`src/rtl/out_port_receiver_pkg.sv`:
```
// Shared sizing constants for the OUT-port receiver and its FIFO.
package out_port_receiver_pkg;

    localparam int unsigned OUT_FIFO_DEPTH = 4;
    localparam int unsigned OUT_DATA_WIDTH = 16;
    localparam int unsigned DROP_CNT_W     = 8;
    localparam int unsigned OUT_CNT_W      = $clog2(OUT_FIFO_DEPTH) + 1;

endpackage

```
`src/rtl/out_port_receiver_sync_fifo.sv`:
```
// First-word-fall-through synchronous FIFO: memory, wrapping pointers and occupancy.
module out_port_receiver_sync_fifo
    import out_port_receiver_pkg::*;
#(
    parameter int unsigned DATA_WIDTH = OUT_DATA_WIDTH,
    parameter int unsigned DEPTH      = OUT_FIFO_DEPTH,
    parameter int unsigned CNT_W      = OUT_CNT_W
) (
    input  logic                  clk,
    input  logic                  reset,
    input  logic                  push,
    input  logic                  pop,
    input  logic [DATA_WIDTH-1:0] wrData,
    output logic [DATA_WIDTH-1:0] rdData,
    output logic [CNT_W-1:0]      count,
    output logic                  notEmpty,
    output logic                  full
);

    localparam int unsigned PTR_W = $clog2(DEPTH);

    logic [DATA_WIDTH-1:0] mem [DEPTH];
    logic [PTR_W-1:0]      rdPtr;
    logic [PTR_W-1:0]      wrPtr;
    logic [CNT_W-1:0]      nextCount;
    logic                  doPush;
    logic                  doPop;

    // Guard against callers popping empty or pushing into a full FIFO without a pop.
    always_comb begin
        doPop     = pop && notEmpty;
        doPush    = push && (!full || doPop);
        nextCount = count;
        unique case ({doPush, doPop})
            2'b10:   nextCount = count + CNT_W'(1);
            2'b01:   nextCount = count - CNT_W'(1);
            default: nextCount = count;
        endcase
    end

    // Storage is deliberately left unreset.
    always_ff @(posedge clk) begin
        if (doPush && !reset) begin
            mem[wrPtr] <= wrData;
        end
    end

    always_ff @(posedge clk) begin
        if (reset) begin
            rdPtr    <= '0;
            wrPtr    <= '0;
            count    <= '0;
            notEmpty <= 1'b0;
            full     <= 1'b0;
        end else begin
            if (doPush) begin
                wrPtr <= wrPtr + PTR_W'(1);
            end
            if (doPop) begin
                rdPtr <= rdPtr + PTR_W'(1);
            end
            count    <= nextCount;
            notEmpty <= (nextCount != '0);
            full     <= (nextCount == CNT_W'(DEPTH));
        end
    end

    assign rdData = mem[rdPtr];

endmodule

```
`src/rtl/out_port_receiver.sv`:
```
// Captures processor OUT-port words into a FIFO, drains them over valid/ready, and accounts for drops.
module out_port_receiver
    import out_port_receiver_pkg::*;
#(
    parameter int unsigned DATA_WIDTH = OUT_DATA_WIDTH,
    parameter int unsigned DEPTH      = OUT_FIFO_DEPTH,
    parameter int unsigned CNT_W      = OUT_CNT_W,
    parameter int unsigned DROP_W     = DROP_CNT_W
) (
    input  logic                  clk,
    input  logic                  reset,
    input  logic [DATA_WIDTH-1:0] outPortData,
    input  logic                  outSignalEn,
    output logic [DATA_WIDTH-1:0] m_data,
    output logic                  m_valid,
    input  logic                  m_ready,
    output logic [CNT_W-1:0]      count,
    output logic                  full,
    output logic                  overflow,
    output logic [DROP_W-1:0]     drop_count,
    input  logic                  clear_overflow
);

    logic [DATA_WIDTH-1:0] headData;
    logic                  notEmpty;
    logic                  pop;
    logic                  push;
    logic                  drop;

    always_comb begin
        pop  = notEmpty && m_ready;
        push = outSignalEn && (!full || pop);
        drop = outSignalEn && full && !pop;
    end

    out_port_receiver_sync_fifo #(
        .DATA_WIDTH(DATA_WIDTH),
        .DEPTH     (DEPTH),
        .CNT_W     (CNT_W)
    ) u_fifo (
        .clk     (clk),
        .reset   (reset),
        .push    (push),
        .pop     (pop),
        .wrData  (outPortData),
        .rdData  (headData),
        .count   (count),
        .notEmpty(notEmpty),
        .full    (full)
    );

    // A drop in the same cycle as a clear wins, so the counter restarts at one.
    always_ff @(posedge clk) begin
        if (reset) begin
            overflow   <= 1'b0;
            drop_count <= '0;
        end else if (drop) begin
            overflow <= 1'b1;
            if (clear_overflow) begin
                drop_count <= DROP_W'(1);
            end else if (!(&drop_count)) begin
                drop_count <= drop_count + DROP_W'(1);
            end
        end else if (clear_overflow) begin
            overflow   <= 1'b0;
            drop_count <= '0;
        end
    end

    // Head word is masked while empty so stale memory never leaks out.
    assign m_valid = notEmpty;
    assign m_data  = notEmpty ? headData : '0;

endmodule

```
`config.mk`:
```
export PLATFORM = sky130hd
export DESIGN_NAME = out_port_receiver
export DESIGN_NICKNAME = d
export VERILOG_FILES = /design/src/rtl/out_port_receiver_pkg.sv /design/src/rtl/out_port_receiver_sync_fifo.sv /design/src/rtl/out_port_receiver.sv
export SDC_FILE = /design/constraint.sdc
export NUM_CORES = 1
export LEC_CHECK = 0
export CORE_ASPECT_RATIO = 0.7
export CORE_UTILIZATION = 50
export CTS_CLUSTER_DIAMETER = 150
export DETAILED_ROUTE_END_ITERATION = 12
export DONT_BUFFER_PORTS = 1
export GPL_TIMING_DRIVEN = 0
export PLACE_DENSITY = 0.68
export SETUP_SLACK_MARGIN = 0.1
export SYNTH_ARGS = -nofsm -noshare
export SYNTH_HDL_FRONTEND = slang
export SYNTH_SLANG_ARGS = --single-unit
```
`constraint.sdc`:
```
create_clock -name clk -period 2.07 [get_ports clk]
set_input_delay 0.3105 -clock clk [delete_from_list [all_inputs] [get_ports clk]]
set_output_delay 0.3105 -clock clk [all_outputs]
set_load 0.03 [all_outputs]
```
==> results.md, run 1 <==
- Measured against the total synthesized area, the mux share comes to 11.81%.
- The synthesized netlist devotes 3.765% of its cell area to compound gates.
- The achievable clock frequency is 475.7 MHz.
- The total of max-cap violations is 0.
- The final layout contains 255 nets.
- Leaving out filler cells and counting taps, the final layout contains 323.
- The via count of the first global-routing pass came to 1,949.
- For this configuration, the core starts out at a cell density of 52.99%.
- After global routing the overflow that remains totals 0.
- The number of failing hold endpoints at the final stage came to 0.
- The number of H-tree branching levels is 3.
- Dividing total power by cell area gives a power density of 1145 nW/um^2.
- The run finished, with violations left.
- In this run the remaining antenna-violating nets after routing total 0.
- The first-pass GRT wire length is 9998 um.
- The iteration count of the initial detailed-routing pass is 4.
- For the worst setup path, the data required time is 2.35 ns.
- The vias per cell is 5.582.
- The maximum fanout along the worst path is 7.
- The flip-flop and latch count after synthesis is 84.
- The min-delay analysis places its worst path in the category in2reg.
- The worst pin sits at a relative slew slack of 67.19%.
- The detailed router finished its first iteration with 129 violations.
- The routed via count is 1,803.
- The adder and majority gate portion of the synthesized area is 2.805%.
- Sorting the synthesized cells by area gives the leading types as edfxtp_1 57%, dfxtp_1 12%, mux4_2 11%.
- The cell area that synthesis handed to floorplanning was 3390 um^2.
- The global-route usage over all layers is 20.06%.
- The die extent in y is 70.89 um.
- After Yosys synthesis, XOR and XNOR cells account for 1.550% of the synthesized area.
- The die footprint is 7118 um^2.
- The main combinational cell family by area after synthesis is multiplexers.
- The critical path in this run is classified as reg2reg.
- The final wirelength is 6270 um.
- The ratio of final minimum period to clock period is 101.6%.
- The number of enable-type register cells in the synthesized netlist is 64.
- Clock-pin slew was measured on the worst setup and hold paths at 0.09 ns.
- The number of pins exceeding their max-slew limit in the final report is 0.
- The clock tree from TritonCTS is yes.
- The library cell used most frequently in the layout, excluding fill and tap cells, is edfxtp_1.
- The number of I/O pins is 51.
- In the synthesized netlist, the number of instances is 206.
- Entering global routing, the biggest net connects 17 pins.
- The smallest setup slack after layout is -0.03230 ns.
- The peak ir drop on the vdd network is 0.4483 mV.
- The average cell area after synthesis is 16.45 um^2.
- Synthesis instantiated 35 different standard cells from the library.
- The worst-case setup slack after placement is -0.08393 ns.
- Final hold analysis gives a worst-case slack of 0.04315 ns.
- The region available for standard cell placement spans 6396 um^2.
- Of the post-synthesis cell area, the dominant cell type holds 56.70%.
- The number of warnings printed during yosys synthesis is 0.
- The category of the worst setup path capture point is a register.
- The clock skew after layout is 0.01226 ns.
- The count of placed standard cells including taps is 297.
- In the final layout, the share of cells above drive strength 1 is 34.91%.
- The initialized floorplan defines 24 standard-cell rows.
- The fraction of synthesis flops using an asynchronous set or reset pin is 0%.
- The sequential share of the synthesized area is 68.51%.
- The final reports fail on negative setup slack.
- Counting along the longest clock path gives a buffer depth of 2.
- The CTS root buffer is clkbuf_8.
- The cell type contributing the most total cell area after synthesis is edfxtp_1.
- Summed over all nets, the half-perimeter wirelength after detailed placement is 4050 um.
- The count of hold buffers inserted by post-cts repair is 0.
- The number of antenna diodes in the final layout is 0.
- Subtracting the final worst setup slack from the clock period gives 2.102 ns.
- For this run, the leading register cell type out of synthesis is edfxtp_1.
- The routed wire length per instance is 19.41 um.
- The routability congestion estimate is 0.8701.
- Fill cells in the final layout number 458.
- The final setup violation count is 1.
- The arrival time at the worst endpoint is 2.38 ns.
- The synthesized net count is 234.
- The post-synthesis share of cell area spent on and, or, nand and nor gates is 10.00%.
- The slew at the pin closest to its max-slew limit is 0.4915 ns.
- The number of clock buffers inserted by TritonCTS is 9.
- STA classifies the critical path startpoint as a register.
- The clock insertion delay at the later pin of the skew report is 0.36 ns.
- The die is 100.4 um wide.
- The initial antenna violation count is 0.
- Leaving out fill and tap cells, the most frequent cells in the layout are 64 x edfxtp_1, 16 x mux4_2, 15 x and2_4, 15 x dfxtp_1, 14 x nor2_1.
- The count of buffers inserted at the top-level ports is 0.
- The static leakage is 0.001337 uW.
- For this run, design rule violations remaining after detail routing come to 0.
- For this design, the sink count on the clock tree is 84.
- The signed area change from the synthesized netlist to the final layout is 16.54%.
- Setup repair after global routing could not meet its margin everywhere.
-- area by class of cell --
class | instances | area, um^2 | share of cell area [%]
Sequential cell | 84 | 2333 | 59.08
Multi-Input combinational cell | 110 | 1076 | 27.24
Clock buffer | 10 | 127.6 | 3.231
Tap cell | 91 | 113.9 | 2.882
Clock inverter | 6 | 111.4 | 2.819
Timing Repair Buffer | 10 | 108.9 | 2.756
Buffer | 7 | 60.06 | 1.520
Inverter | 5 | 18.77 | 0.4751
-- path summary, 6_finish.rpt --
kind / start / endpoint / slack (ns) / cells after the start
setup / recovery: u_fifo.notEmpty / u_fifo.full / -0.03 / 8
hold / removal: outPortData[7] / u_fifo.mem[0][7] / 0.04 / 0
setup reg to reg: u_fifo.notEmpty / u_fifo.full / -0.03 / 8
hold reg to reg: u_fifo.rdPtr[1] / register / 0.56 / 2
-- worst max-delay path: stages, from the launching register on --
cell      delay, ns
dfxtp_4        0.46
a21boi_4       0.08
nand2b_4       0.17
ha_4           0.17
fa_2           0.35
xnor2_1        0.15
or3_1          0.32
a21o_1         0.20
nor2b_2        0.13
-- timing repair --
item                       in CTS  in global routing
setup endpoints to repair      84                 17
pin swaps                       1                  0
gates resized for setup        43                  1
setup buffers                   8                  1
gates cloned                    1                  0
-- routing by layer --
metal	up-vias	part of all wire [%]	track usage, %
met5	-	0	0
met1	891	39	22.53
met3	22	7.8	8.498
met2	68	50	32.34
li1	822	-	-
met4	0	3.4	11.76
-- flip-flops by register name, summed over array words and instances (netlist names), named ones only --
register         flops
drop_count           8
u_fifo.count         3
u_fifo.notEmpty      1
u_fifo.full          1
u_fifo.mem          64
overflow             1
u_fifo.wrPtr         2
u_fifo.rdPtr         2
-- synthesized netlist by cell type (4+ instances only) --
| cell | n |
|---|---|
| edfxtp_1 | 64 |
| dfxtp_1 | 20 |
| and2_1 | 16 |
| mux4_2 | 16 |
| nor2_1 | 14 |
| nand2_1 | 7 |
| ha_1 | 6 |
| a21oi_1 | 5 |
| and2_2 | 5 |
| inv_1 | 5 |
| mux2i_1 | 4 |
| nand4_1 | 4 |
| o21ai_0 | 4 |
-- power by group --
| group | leakage (uW) | total, uW | internal, uW | switching [uW] |
|---|---|---|---|---|
| sequential | 0.000747 | 2080 | 1930 | 157 |
| combinational | 0.000473 | 1070 | 502 | 567 |
| clock | 0.000117 | 1370 | 804 | 566 |
-- per-stage QoR --
stage	setup TNS (ns)	power, uW	area [um^2]	utilization [%]
2_1_floorplan	0	2793	3410	-
3_3_place_gp	0	2902	3523	55.09
3_5_place_dp	-0.6702	2947	3523	55.09
4_1_cts	-0.01491	4528	3940	61.60
5_1_grt	-0.1910	4701	3950	61.76
6_report	-0.03230	4523	3950	61.76
-- cells by family (layout without fill, tap and decap cells) --
family,Yosys count,in the layout
XOR/XNOR,6,6
multiplexers,20,20
flip-flops,84,84
AO/OA/AOI/OAI,17,17
AND/OR/NAND/NOR,60,60
adder cells (fa/ha/maj),7,7
buffers and inverters,12,38
No activity file was read; power rests on OpenSTA's default activity.
==> run 2, diff against run 1 <==
Settings changed: CORE_UTILIZATION 50 to 48, DONT_BUFFER_PORTS 1 to default, PLACE_DENSITY 0.68 to 0.75, SKIP_CTS_REPAIR_TIMING from default to 1.
==> run 2 against run 1 <==
Effect of this change:
- the run still ends with negative setup slack left
- total power up 0.62%
- flip-flop and latch count unchanged
- wire length down 6.7%
- clock power down 19%
- setup slack worse by 0.0045 ns
- non-clock buffer count up 51
- via count up 5.5%
- highest routed layer unchanged
- clock skew down 0.0047 ns
- cell count up 16%
- first-iteration DRC count down 43%
==> results.md, run 2 (same netlist as run 1, synthesis figures left out) <==
- The flow ran to the end, but the final reports show violations.
- The checks that failed: negative setup slack.
- The worst hold path stage count came to 3 (+3).
- The maximum cell stage delay along the critical path is 0.48 ns (+0.02 ns).
- The clock input transition at the sequential cells of the worst setup and hold paths is 0.08 ns (about the same).
- The post-route standard cell area excluding fillers came to 4428 um^2 (+12%).
- The peak ir drop on the vdd network was 0.4950 mV (+10%).
- Traced cell by cell, the critical path runs through buf_12 > buf_12 > mux4_2 > and2_1 > buf_2.
- The worst register-to-register path ends at u_fifo.full.
- The CTS root buffer is clkbuf_8.
- The count of standard-cell rows was 25 (+4.2%).
- The final wirelength came to 5850 um (-6.7%).
- The worst-case register-to-register setup slack is 0.12 ns (+0.15 ns).
- The initial antenna violation count came to 0 (unchanged).
- The largest net degree at the start of global routing is 17 (unchanged).
- Setup repair after global routing could not meet its margin everywhere.
- The worst min-delay path startpoint is outSignalEn.
- The iteration count of the initial detailed-routing pass came to 4 (unchanged).
- The static leakage came to 0.001573 uW (+18%).
- The number of clock buffers inserted by TritonCTS came to 9 (unchanged).
- The area growth from synthesis to layout is 30.64%.
- Counting flops per register, the top entry is u_fifo.mem.
- The routability congestion estimate came to 0.8146 (-6.4%).
- The number of antenna repair diodes is 0 (unchanged).
- Leaving out fill and tap cells, the most frequent cells in the layout are 64 x edfxtp_1, 31 x clkdlybuf4s50_1, 17 x dfxtp_1.
- The number of fill cells in the layout is 509 (+11%).
- The final setup violation count is 6 (+5).
- The maximum fanout along the worst path came to 8 (+1).
- The total power density per cell area is 1028 nW/um^2 (-10%).
- The routed wire length per instance is 15.56 um (-20%).
- In the final layout, the registers with the most flip-flops are u_fifo.mem: 64 flops, drop_count: 8 flops, u_fifo.count: 3 flops.
- The smallest setup slack after layout was -0.03678 ns (-0.004486 ns).
- The first-pass GRT wire length is 8763 um (-12%).
- The achievable clock frequency is 474.7 MHz (-0.21%).
- The minimum clock period is 2.107 ns (+0.004486 ns).
- The buffer depth of the longest clock path is 2 (unchanged).
- The number of antenna-violating nets in the routed design came to 0 (unchanged).
- The vias per cell is 5.059 (-9.4%).
- The remaining design rule violation count is 0 (unchanged).
- The clock tree from TritonCTS is yes.
- The die extent in y was 72.31 um (+2.0%).
- The worst-case setup slack after placement is -0.4204 ns (-0.3365 ns).
- The count of clock tree sinks is 84 (unchanged).
- The worst setup path is launched from a register.
- The area of the core region is 6788 um^2 (+6.1%).
- The starting density of the core is 49.94% (-3.1 points).
- The HPWL after detailed placement is 3724 um (-8.0%).
- The global-route usage over all layers is 16.74% (-3.3 points).
- The die footprint was 7407 um^2 (+4.1%).
- The clock skew after layout is 0.007556 ns (-0.004705 ns).
- The total of max-cap violations is 0 (unchanged).
- The path with the worst hold slack has its endpoint at overflow.
- The most common library cell in the layout ignoring fill and taps is edfxtp_1.
- The beginning of the worst register-to-register path is u_fifo.notEmpty.
- The ratio of cells with drive above 1 in the final layout came to 33.69% (-1.2 points).
- The clock insertion delay at the later pin of the skew report is 0.35 ns (about the same).
- The flip-flop count of the largest register after layout is 64 (unchanged).
- The core occupancy in the finished layout was 65.24% (+3.5 points).
- The routed via count was 1,902 (+5.5%).
- The worst path required time is 1.76 ns (-0.59 ns).
- The number of I/O pins came to 51 (unchanged).
- The arrival time at the worst endpoint is 1.80 ns (-0.58 ns).
- The cell area after placement is 4028 um^2 (+14%).
- The sum of overflow across all layers after global routing is 0 (unchanged).
- The width of the chip is 102.4 um (+2.0%).
- The via count of the first global-routing pass is 1,715 (-12%).
- The number of failing hold endpoints at the final stage is 0 (unchanged).
- The slew at the pin closest to its max-slew limit was 0.4528 ns (-0.03874 ns).
- The final sum of negative setup slack came to -0.09201 ns (-0.05971 ns).
- The setup path with the least slack is of type reg2out.
- The net total in the final layout came to 306 (+20%).
- The first-iteration detailed-routing DRC count was 74 (-43%).
- The ratio of final minimum period to clock period was 101.8% (+0.22 points).
- The slowest cell on the critical path is mux4_2.
- The cell that appears most often on the critical path is buf_12.
- The category of the worst setup path capture point is an output port.
- The worst hold-check path type is in2reg.
- The number of pins exceeding their max-slew limit in the final report was 0 (unchanged).
- The cell count of the worst reg-to-reg path is 8 (unchanged).
- The relative max-transition margin is 69.82% (+2.6 points).
- The number of H-tree branching levels was 3 (unchanged).
- The count of buffers inserted at the top-level ports is 50 (+50).
-- run 2: cell type report --
class | count | area [um^2] | share of cell area [%]
well taps | 94 | 117.6 | 2.656
plain buffers | 7 | 68.82 | 1.554
inverters | 5 | 18.77 | 0.4238
clock buffers | 9 | 123.9 | 2.797
flip-flops and latches | 84 | 2331 | 52.64
clock inverters | 6 | 65.06 | 1.469
repair buffers | 61 | 621.8 | 14.04
multi-input cells | 110 | 1081 | 24.41
-- run 2: worst max-delay path: cells and delay by family, from the launching register on --
kind | cells | cell delay [ns]
buf+inv | 3 | 0.44
flops | 1 | 0.36
mux | 1 | 0.48
simple gates | 1 | 0.18
-- run 2: power breakdown --
part / switching, uW / internal (uW)
Sequential: 64.6 / 1930
Combinational: 693 / 761
Clock: 555 / 552
Total: 1310 / 3240
-- run 2: how the worst max path moves through the flow --
stage	from	end	slack, ns	cells after the start
6_report	register	m_data[8]	-0.04	5
3_3_place_gp	m_ready	u_fifo.full	-0.38	9
4_1_cts	register	m_data[8]	-0.76	5
5_1_grt	register	m_data[8]	-0.11	5
3_5_place_dp	m_ready	u_fifo.full	-0.42	9
2_1_floorplan	u_fifo.full	u_fifo.full	0.12	8
-- run 2: through the flow --
| stage | std cells | power (uW) | hold slack, ns |
|---|---|---|---|
| after CTS | 365 | 4319 | 0.4743 |
| after global placement | 350 | 3200 | 0.4625 |
| final | 376 | 4551 | 0.4478 |
| after detailed placement | 350 | 3220 | 0.4616 |
| after floorplan | 206 | 2793 | 0.4094 |
| after global routing | 376 | 4752 | 0.4658 |
-- run 2: per-layer routing --
layer  vias to the layer above  share of wire [%]  global-route usage [%]
met4                         0               0.92                   6.349
met5                         -                  0                       0
met1                       922                 45                   23.26
met2                        55                 48                   24.74
met3                         4                5.9                   5.491
li1                        921                  -                       -
